<file path="src/rtl/register_scoreboard_pkg.sv">
// Shared sizing defaults and helpers for the register scoreboard.
// Counters saturate at sb_max(CW); the top and counter derive their limit from it.
package register_scoreboard_pkg;

  localparam int unsigned DefWRd  = 5;
  localparam int unsigned DefNReg = 32;
  localparam int unsigned DefCw   = 2;

  function automatic int unsigned sb_max(input int unsigned cw);
    return (32'd1 << cw) - 32'd1;
  endfunction

  localparam int unsigned DefMax = sb_max(DefCw);

endpackage

</file>
<file path="src/rtl/register_scoreboard_if.sv">
// Decode / writeback / kill bus of the register scoreboard.
// Master drives the requests; slave (the scoreboard) returns hazard and status.
interface register_scoreboard_if
  import register_scoreboard_pkg::*;
#(
  parameter int unsigned W_RD  = DefWRd,
  parameter int unsigned N_REG = DefNReg,
  parameter int unsigned CW    = DefCw
) ();

  logic                 chk_v_i;
  logic [W_RD-1:0]      chk_r0_i;
  logic [W_RD-1:0]      chk_r1_i;
  logic                 chk_use_r1_i;
  logic                 reserved_o;
  logic                 set_v_i;
  logic [W_RD-1:0]      set_r_i;
  logic                 wb_v_i;
  logic [W_RD-1:0]      wb_r_i;
  logic                 kill_v_i;
  logic [W_RD-1:0]      kill_r_i;
  logic [N_REG-1:0]     busy_o;
  logic [W_RD+CW-1:0]   outstanding_o;
  logic                 err_o;

  modport master (
    output chk_v_i, chk_r0_i, chk_r1_i, chk_use_r1_i,
    output set_v_i, set_r_i, wb_v_i, wb_r_i, kill_v_i, kill_r_i,
    input  reserved_o, busy_o, outstanding_o, err_o
  );

  modport slave (
    input  chk_v_i, chk_r0_i, chk_r1_i, chk_use_r1_i,
    input  set_v_i, set_r_i, wb_v_i, wb_r_i, kill_v_i, kill_r_i,
    output reserved_o, busy_o, outstanding_o, err_o
  );

endinterface

</file>
<file path="src/rtl/register_scoreboard_counter.sv">
// One register's pending-write counter: +1 on reserve, -0..2 on release.
// Overflowing sets are dropped and underflows clamp to zero; both flag err_o for a cycle.
module sb_counter
  import register_scoreboard_pkg::*;
#(
  parameter int unsigned CW = DefCw
) (
  input  logic          clk,
  input  logic          reset,
  input  logic          inc_i,
  input  logic [1:0]    dec_i,
  output logic [CW-1:0] cnt_o,
  output logic [CW-1:0] cnt_next_o,
  output logic          err_o
);

  localparam logic [CW-1:0] Max = CW'(sb_max(CW));

  logic [CW-1:0] cnt_q, cnt_d;
  logic [CW:0]   up;

  always_comb begin
    err_o = 1'b0;
    up    = {1'b0, cnt_q};
    if (inc_i) begin
      if (cnt_q == Max) begin
        err_o = 1'b1;
      end else begin
        up = up + (CW+1)'(1);
      end
    end
    if (up < (CW+1)'(dec_i)) begin
      cnt_d = '0;
      err_o = 1'b1;
    end else begin
      cnt_d = CW'(up - (CW+1)'(dec_i));
    end
  end

  always_ff @(posedge clk or negedge reset) begin
    if (!reset) begin
      cnt_q <= '0;
    end else begin
      cnt_q <= cnt_d;
    end
  end

  assign cnt_o      = cnt_q;
  assign cnt_next_o = cnt_d;

endmodule

</file>
<file path="src/rtl/register_scoreboard.sv">
// Register scoreboard: per-register pending-write counters plus decode hazard check.
// Hazards look only at registered counts, so a release is seen by decode one cycle later.
module register_scoreboard
  import register_scoreboard_pkg::*;
#(
  parameter int unsigned W_RD     = DefWRd,
  parameter int unsigned N_REG    = DefNReg,
  parameter int unsigned CW       = DefCw,
  parameter bit          ZERO_REG = 1'b0
) (
  input  logic                  clk,
  input  logic                  reset,
  register_scoreboard_if.slave  bus
);

  localparam logic [CW-1:0] Max = CW'(sb_max(CW));
  localparam int unsigned   OW  = W_RD + CW;

  logic [N_REG-1:0] inc;
  logic [1:0]       dec     [N_REG];
  logic [CW-1:0]    cnt     [N_REG];
  logic [CW-1:0]    cnt_nxt [N_REG];
  logic [N_REG-1:0] cnt_err;

  logic [OW-1:0] outstanding_q, outstanding_d;
  logic          err_q, err_d;

  // Index decode; register 0 is invisible to all three buses when hardwired.
  always_comb begin
    for (int unsigned i = 0; i < N_REG; i++) begin
      logic ok;
      ok     = !(ZERO_REG && (i == 0));
      inc[i] = ok && bus.set_v_i && (bus.set_r_i == W_RD'(i));
      dec[i] = {1'b0, ok && bus.wb_v_i && (bus.wb_r_i == W_RD'(i))}
             + {1'b0, ok && bus.kill_v_i && (bus.kill_r_i == W_RD'(i))};
    end
  end

  for (genvar g = 0; g < N_REG; g++) begin : g_cnt
    sb_counter #(
      .CW (CW)
    ) u_cnt (
      .clk        (clk),
      .reset      (reset),
      .inc_i      (inc[g]),
      .dec_i      (dec[g]),
      .cnt_o      (cnt[g]),
      .cnt_next_o (cnt_nxt[g]),
      .err_o      (cnt_err[g])
    );
  end

  always_comb begin
    logic [CW-1:0] c0, c1;
    logic          m0, m1, hz0, hz1, full0;
    c0    = cnt[bus.chk_r0_i];
    c1    = cnt[bus.chk_r1_i];
    m0    = ZERO_REG && (bus.chk_r0_i == '0);
    m1    = ZERO_REG && (bus.chk_r1_i == '0);
    hz0   = !m0 && (c0 != '0);
    hz1   = !m1 && (c1 != '0);
    full0 = !m0 && (c0 == Max);
    bus.reserved_o = bus.chk_v_i && (hz0 || (bus.chk_use_r1_i && hz1) || full0);
  end

  always_comb begin
    for (int unsigned i = 0; i < N_REG; i++) begin
      bus.busy_o[i] = |cnt[i];
    end
  end

  // Sum the next-state counts so the registered total lines up with busy_o.
  always_comb begin
    outstanding_d = '0;
    for (int unsigned i = 0; i < N_REG; i++) begin
      outstanding_d = outstanding_d + OW'(cnt_nxt[i]);
    end
    err_d = err_q | (|cnt_err);
  end

  always_ff @(posedge clk or negedge reset) begin
    if (!reset) begin
      outstanding_q <= '0;
      err_q         <= 1'b0;
    end else begin
      outstanding_q <= outstanding_d;
      err_q         <= err_d;
    end
  end

  assign bus.outstanding_o = outstanding_q;
  assign bus.err_o         = err_q;

endmodule

</file>
<file path="src/flat_wrapper.sv">
// flat-port wrapper written by rule: the top's interface ports become plain ports
module register_scoreboard_flat import register_scoreboard_pkg::*;
#(
  parameter int unsigned W_RD     = DefWRd,
  parameter int unsigned N_REG    = DefNReg,
  parameter int unsigned CW       = DefCw,
  parameter bit          ZERO_REG = 1'b0
)
  (clk, reset, bus_chk_v_i, bus_chk_r0_i, bus_chk_r1_i, bus_chk_use_r1_i, bus_set_v_i, bus_set_r_i, bus_wb_v_i, bus_wb_r_i, bus_kill_v_i, bus_kill_r_i, bus_reserved_o, bus_busy_o, bus_outstanding_o, bus_err_o);
  register_scoreboard_if #(.W_RD(W_RD), .N_REG(N_REG), .CW(CW)) bus_i ();
  input  logic clk;
  input  logic reset;
  input wire logic [$bits(bus_i.chk_v_i)-1:0] bus_chk_v_i;
  input wire logic [$bits(bus_i.chk_r0_i)-1:0] bus_chk_r0_i;
  input wire logic [$bits(bus_i.chk_r1_i)-1:0] bus_chk_r1_i;
  input wire logic [$bits(bus_i.chk_use_r1_i)-1:0] bus_chk_use_r1_i;
  input wire logic [$bits(bus_i.set_v_i)-1:0] bus_set_v_i;
  input wire logic [$bits(bus_i.set_r_i)-1:0] bus_set_r_i;
  input wire logic [$bits(bus_i.wb_v_i)-1:0] bus_wb_v_i;
  input wire logic [$bits(bus_i.wb_r_i)-1:0] bus_wb_r_i;
  input wire logic [$bits(bus_i.kill_v_i)-1:0] bus_kill_v_i;
  input wire logic [$bits(bus_i.kill_r_i)-1:0] bus_kill_r_i;
  output wire logic [$bits(bus_i.reserved_o)-1:0] bus_reserved_o;
  output wire logic [$bits(bus_i.busy_o)-1:0] bus_busy_o;
  output wire logic [$bits(bus_i.outstanding_o)-1:0] bus_outstanding_o;
  output wire logic [$bits(bus_i.err_o)-1:0] bus_err_o;
  assign bus_i.chk_v_i = bus_chk_v_i;
  assign bus_i.chk_r0_i = bus_chk_r0_i;
  assign bus_i.chk_r1_i = bus_chk_r1_i;
  assign bus_i.chk_use_r1_i = bus_chk_use_r1_i;
  assign bus_i.set_v_i = bus_set_v_i;
  assign bus_i.set_r_i = bus_set_r_i;
  assign bus_i.wb_v_i = bus_wb_v_i;
  assign bus_i.wb_r_i = bus_wb_r_i;
  assign bus_i.kill_v_i = bus_kill_v_i;
  assign bus_i.kill_r_i = bus_kill_r_i;
  assign bus_reserved_o = bus_i.reserved_o;
  assign bus_busy_o = bus_i.busy_o;
  assign bus_outstanding_o = bus_i.outstanding_o;
  assign bus_err_o = bus_i.err_o;
  register_scoreboard #(.W_RD(W_RD), .N_REG(N_REG), .CW(CW), .ZERO_REG(ZERO_REG)) u_core (.clk(clk), .reset(reset), .bus(bus_i));
endmodule
</file>
<file path="config.mk">
export PLATFORM = sky130hd
export DESIGN_NAME = register_scoreboard_flat
export DESIGN_NICKNAME = d
export VERILOG_FILES = /design/src/rtl/register_scoreboard_pkg.sv /design/src/rtl/register_scoreboard_if.sv /design/src/rtl/register_scoreboard_counter.sv /design/src/rtl/register_scoreboard.sv /design/src/flat_wrapper.sv
export SDC_FILE = /design/constraint.sdc
export NUM_CORES = 1
export LEC_CHECK = 0
export ABC_AREA = 1
export CORE_AREA = 3 3 182 131
export CTS_CLUSTER_SIZE = 28
export DETAILED_ROUTE_END_ITERATION = 8
export DIE_AREA = 0 0 185 134
export PLACE_DENSITY = 0.7
export SLEW_MARGIN = 20
export SYNTH_ARGS = -nofsm -noshare
export SYNTH_HDL_FRONTEND = slang
export SYNTH_HIERARCHICAL = 1
export SYNTH_SLANG_ARGS = --single-unit
</file>
<file path="constraint.sdc">
create_clock -name clk -period 6.8 [get_ports clk]
set_clock_uncertainty 0.1 [all_clocks]
set_input_delay 1.7 -clock clk [delete_from_list [all_inputs] [get_ports clk]]
set_output_delay 1.7 -clock clk [all_outputs]
set_load 0.01 [all_outputs]
</file>
==> out/qor.yml <==
cts_sinks: 72
min-delay-start: "u_core/bus.err_o$_DFF_PN0_"
detailed_place_hpwl_um: 25100
vias: 9068
synth_cell_types: 28
area_growth_syn_to_layout_pct: 39.0
via_per_inst: 4.94
fin_nets: 1743
use_met3_pct: 8.67
multi_input_area_mm2: 0.00606
rows: 46
drt_iter0_drc: 940
clock-root-buffer: "clkbuf_16"
async_reset_ff_share_pct: 100
setup_slack_ns: -1.53
dp.cells: 1757
slew_headroom_pct: 41.4
grt_max_degree: 73
drc: 0
start_util_pct: 39.5
violations: "setup timing"
hp-class: "register to register"
n_fill_cell: 2051
worstSetupEndpointType: "register"
drv_cap: 0
busiest_layer: "met2"
path_buf_inv: 9
slowest_delay_ns: 0.63
critPathArrivalTime_ns: 8.51
cts_max_path_buffers: 2
rsz0062_at_grt: "yes"
fp.dieW_um: 185
synth_cells: 1272
grt_use_met2_pct: 39.5
ys_warn_count: 6
ys_seq_area_share_pct: 20.4
worstSetupPathType: "input port to register"
final_layout_size_suffix_gt1_share_pct: 24.5
place_congestion: 0.992
wl_um: 32600
cts_max_level: 3
io_pins: 73
cpMostUsedCell: "fa_2"
ys_ff_latch: 72
final-max-slew-violation-count: 0
status: "finished with violations"
fin_area_mm2: 0.0123
clk_latency_ns: 0.36
grt_pass1_wl_um: 49800
grt_antenna_before_repair: 0
die_h_um: 134
timing.rr.start: "u_core/g_cnt[0].u_cnt/cnt_o[1]$_DFF_PN0_"
grt_use_met1_pct: 36.3
fin_cells: 1836
numPortBuffers: 72
grt_remaining_overflow: 0
dr.pass1.iters: 7
avgSynthCellArea_um2: 6.94
die_area_mm2: 0.0248
numCtsBuffers: 9
netlist_area_mm2: 0.00882
cts_tree: "built"
drtAntennaViolNets: 0
syn_nets: 1472
regArea_mm2: 0.00180
finalSetupViolCount: 8
critPathTopFamily: "adder cells"
fmax_mhz: 120
period_needed_ns: 8.33
ys.flop_type: "dfrtp_1"
cp_slowest_cell: "fa_2"
startpoint: "bus_set_r_i[2]"
placed_area_mm2: 0.0111
clk_pin_slew_ns: 0.06
cp.required_ns: 6.98
grt_pass1_vias: 9020
crit_fanout: 3
synth_edf_count: 0
insertedDiodeCount: 0
worst_pin_slew_ns: 0.871
critPathLaunchType: "input port"
wl_per_cell_um: 17.7
hold_violations: 0
fin_crit_sh_pct: 123
grt_use_total_pct: 26.9
finalSetupTns_ns: -9.43
core_area_mm2: 0.0223
==> cell usage in the layout (no fill, tap or decap), types with 9 or more instances in the layout <==
master | synthesis | final
fa_2 | 0 | 15
fa_1 | 91 | 76
nand3_1 | 116 | 114
clkdlybuf4s50_1 | 0 | 53
nand2_2 | 0 | 11
inv_1 | 360 | 334
or2_2 | 25 | 25
buf_6 | 2 | 24
clkbuf_16 | 0 | 9
nor2_4 | 0 | 19
o21ai_0 | 18 | 17
nor2_1 | 152 | 117
buf_4 | 2 | 177
inv_2 | 2 | 25
ha_1 | 77 | 66
nor2_2 | 0 | 16
nand2_1 | 319 | 299
dfrtp_1 | 72 | 72
==> sequential cells by signal (all words and copies together), names as in the netlist <==
signal,count
u_core/g_cnt.u_cnt/cnt_o,64
u_core/bus.outstanding_o,7
u_core/bus.err_o,1
==> per-stage QoR <==
| stage | hold slack [ns] | setup WS (ns) | utilization, % |
|---|---|---|---|
| 2_1_floorplan | 0.411 | -1.37 | - |
| 3_3_place_gp | 0.390 | -2.37 | 49.5 |
| 3_5_place_dp | 0.400 | -2.46 | 49.5 |
| 4_1_cts | 0.418 | -1.34 | 54.4 |
| 5_1_grt | 0.429 | -1.66 | 54.9 |
| 6_report | 0.412 | -1.53 | 54.9 |
==> timing repair <==
action	in CTS	in global routing
endpoints found under the setup margin	7	8
gates resized for setup	188	23
pin swaps	81	16
setup buffers	62	5
endpoints found under the hold margin	0	0
hold buffers	0	0
==> layout make-up <==
cell class / instances / area share, %
clock buffers: 11 / 2.06
clock inverters: 5 / 0.449
inverters: 363 / 11.4
multi-input cells: 824 / 49.4
flip-flops and latches: 72 / 14.7
well taps: 288 / 2.94
repair buffers: 273 / 19.1
==> worst paths after layout <==
path	to	cells after the start	slack, ns
setup reg to reg	u_core/bus.outstanding_o[5]$_DFF_PN0_	28	-0.13
hold / removal	u_core/bus.err_o$_DFF_PN0_	1	0.41
min in group asynchronous	u_core/g_cnt[16].u_cnt/cnt_o[1]$_DFF_PN0_	1	1.29
hold reg to reg	u_core/bus.err_o$_DFF_PN0_	1	0.41
max in group asynchronous	u_core/bus.outstanding_o[0]$_DFF_PN0_	1	4.80
setup / recovery	u_core/bus.outstanding_o[5]$_DFF_PN0_	32	-1.53
==> synth_stat cells, drive strengths merged, types with 2 or more instances <==
cell type	n	area [µm²]
xnor2	2	17.5
nand3	116	581
or2	25	156
nor2	152	571
o21ai	19	95.1
fa	91	1820
clkbuf	6	22.5
nand4	2	12.5
inv	363	1370
o211ai	3	27.5
buf	7	62.6
ha	77	963
xor2	4	35.0
nor4	8	50.1
a21oi	3	18.8
dfrtp	72	1800
nand2	319	1200
==> layer usage <==
metal | up-vias | routed length (µm)
li1 | 4254 | -
met1 | 4243 | 13400
met2 | 474 | 13700
met3 | 97 | 3870
met4 | 0 | 1600
met5 | - | 0
==> cells by family after synthesis <==
| group | share of synthesized area (%) |
|---|---|
| XOR/XNOR | 0.595 |
| AO/OA/AOI/OAI | 1.67 |
| adder cells (fa/ha/maj) | 31.6 |
| buffers and inverters | 16.5 |
| multiplexers | 0.128 |
| flip-flops | 20.4 |
| AND/OR/NAND/NOR | 29.2 |
Power is not shown: default switching activity piles up to over one toggle a cycle in this logic, so the estimate is an artifact.
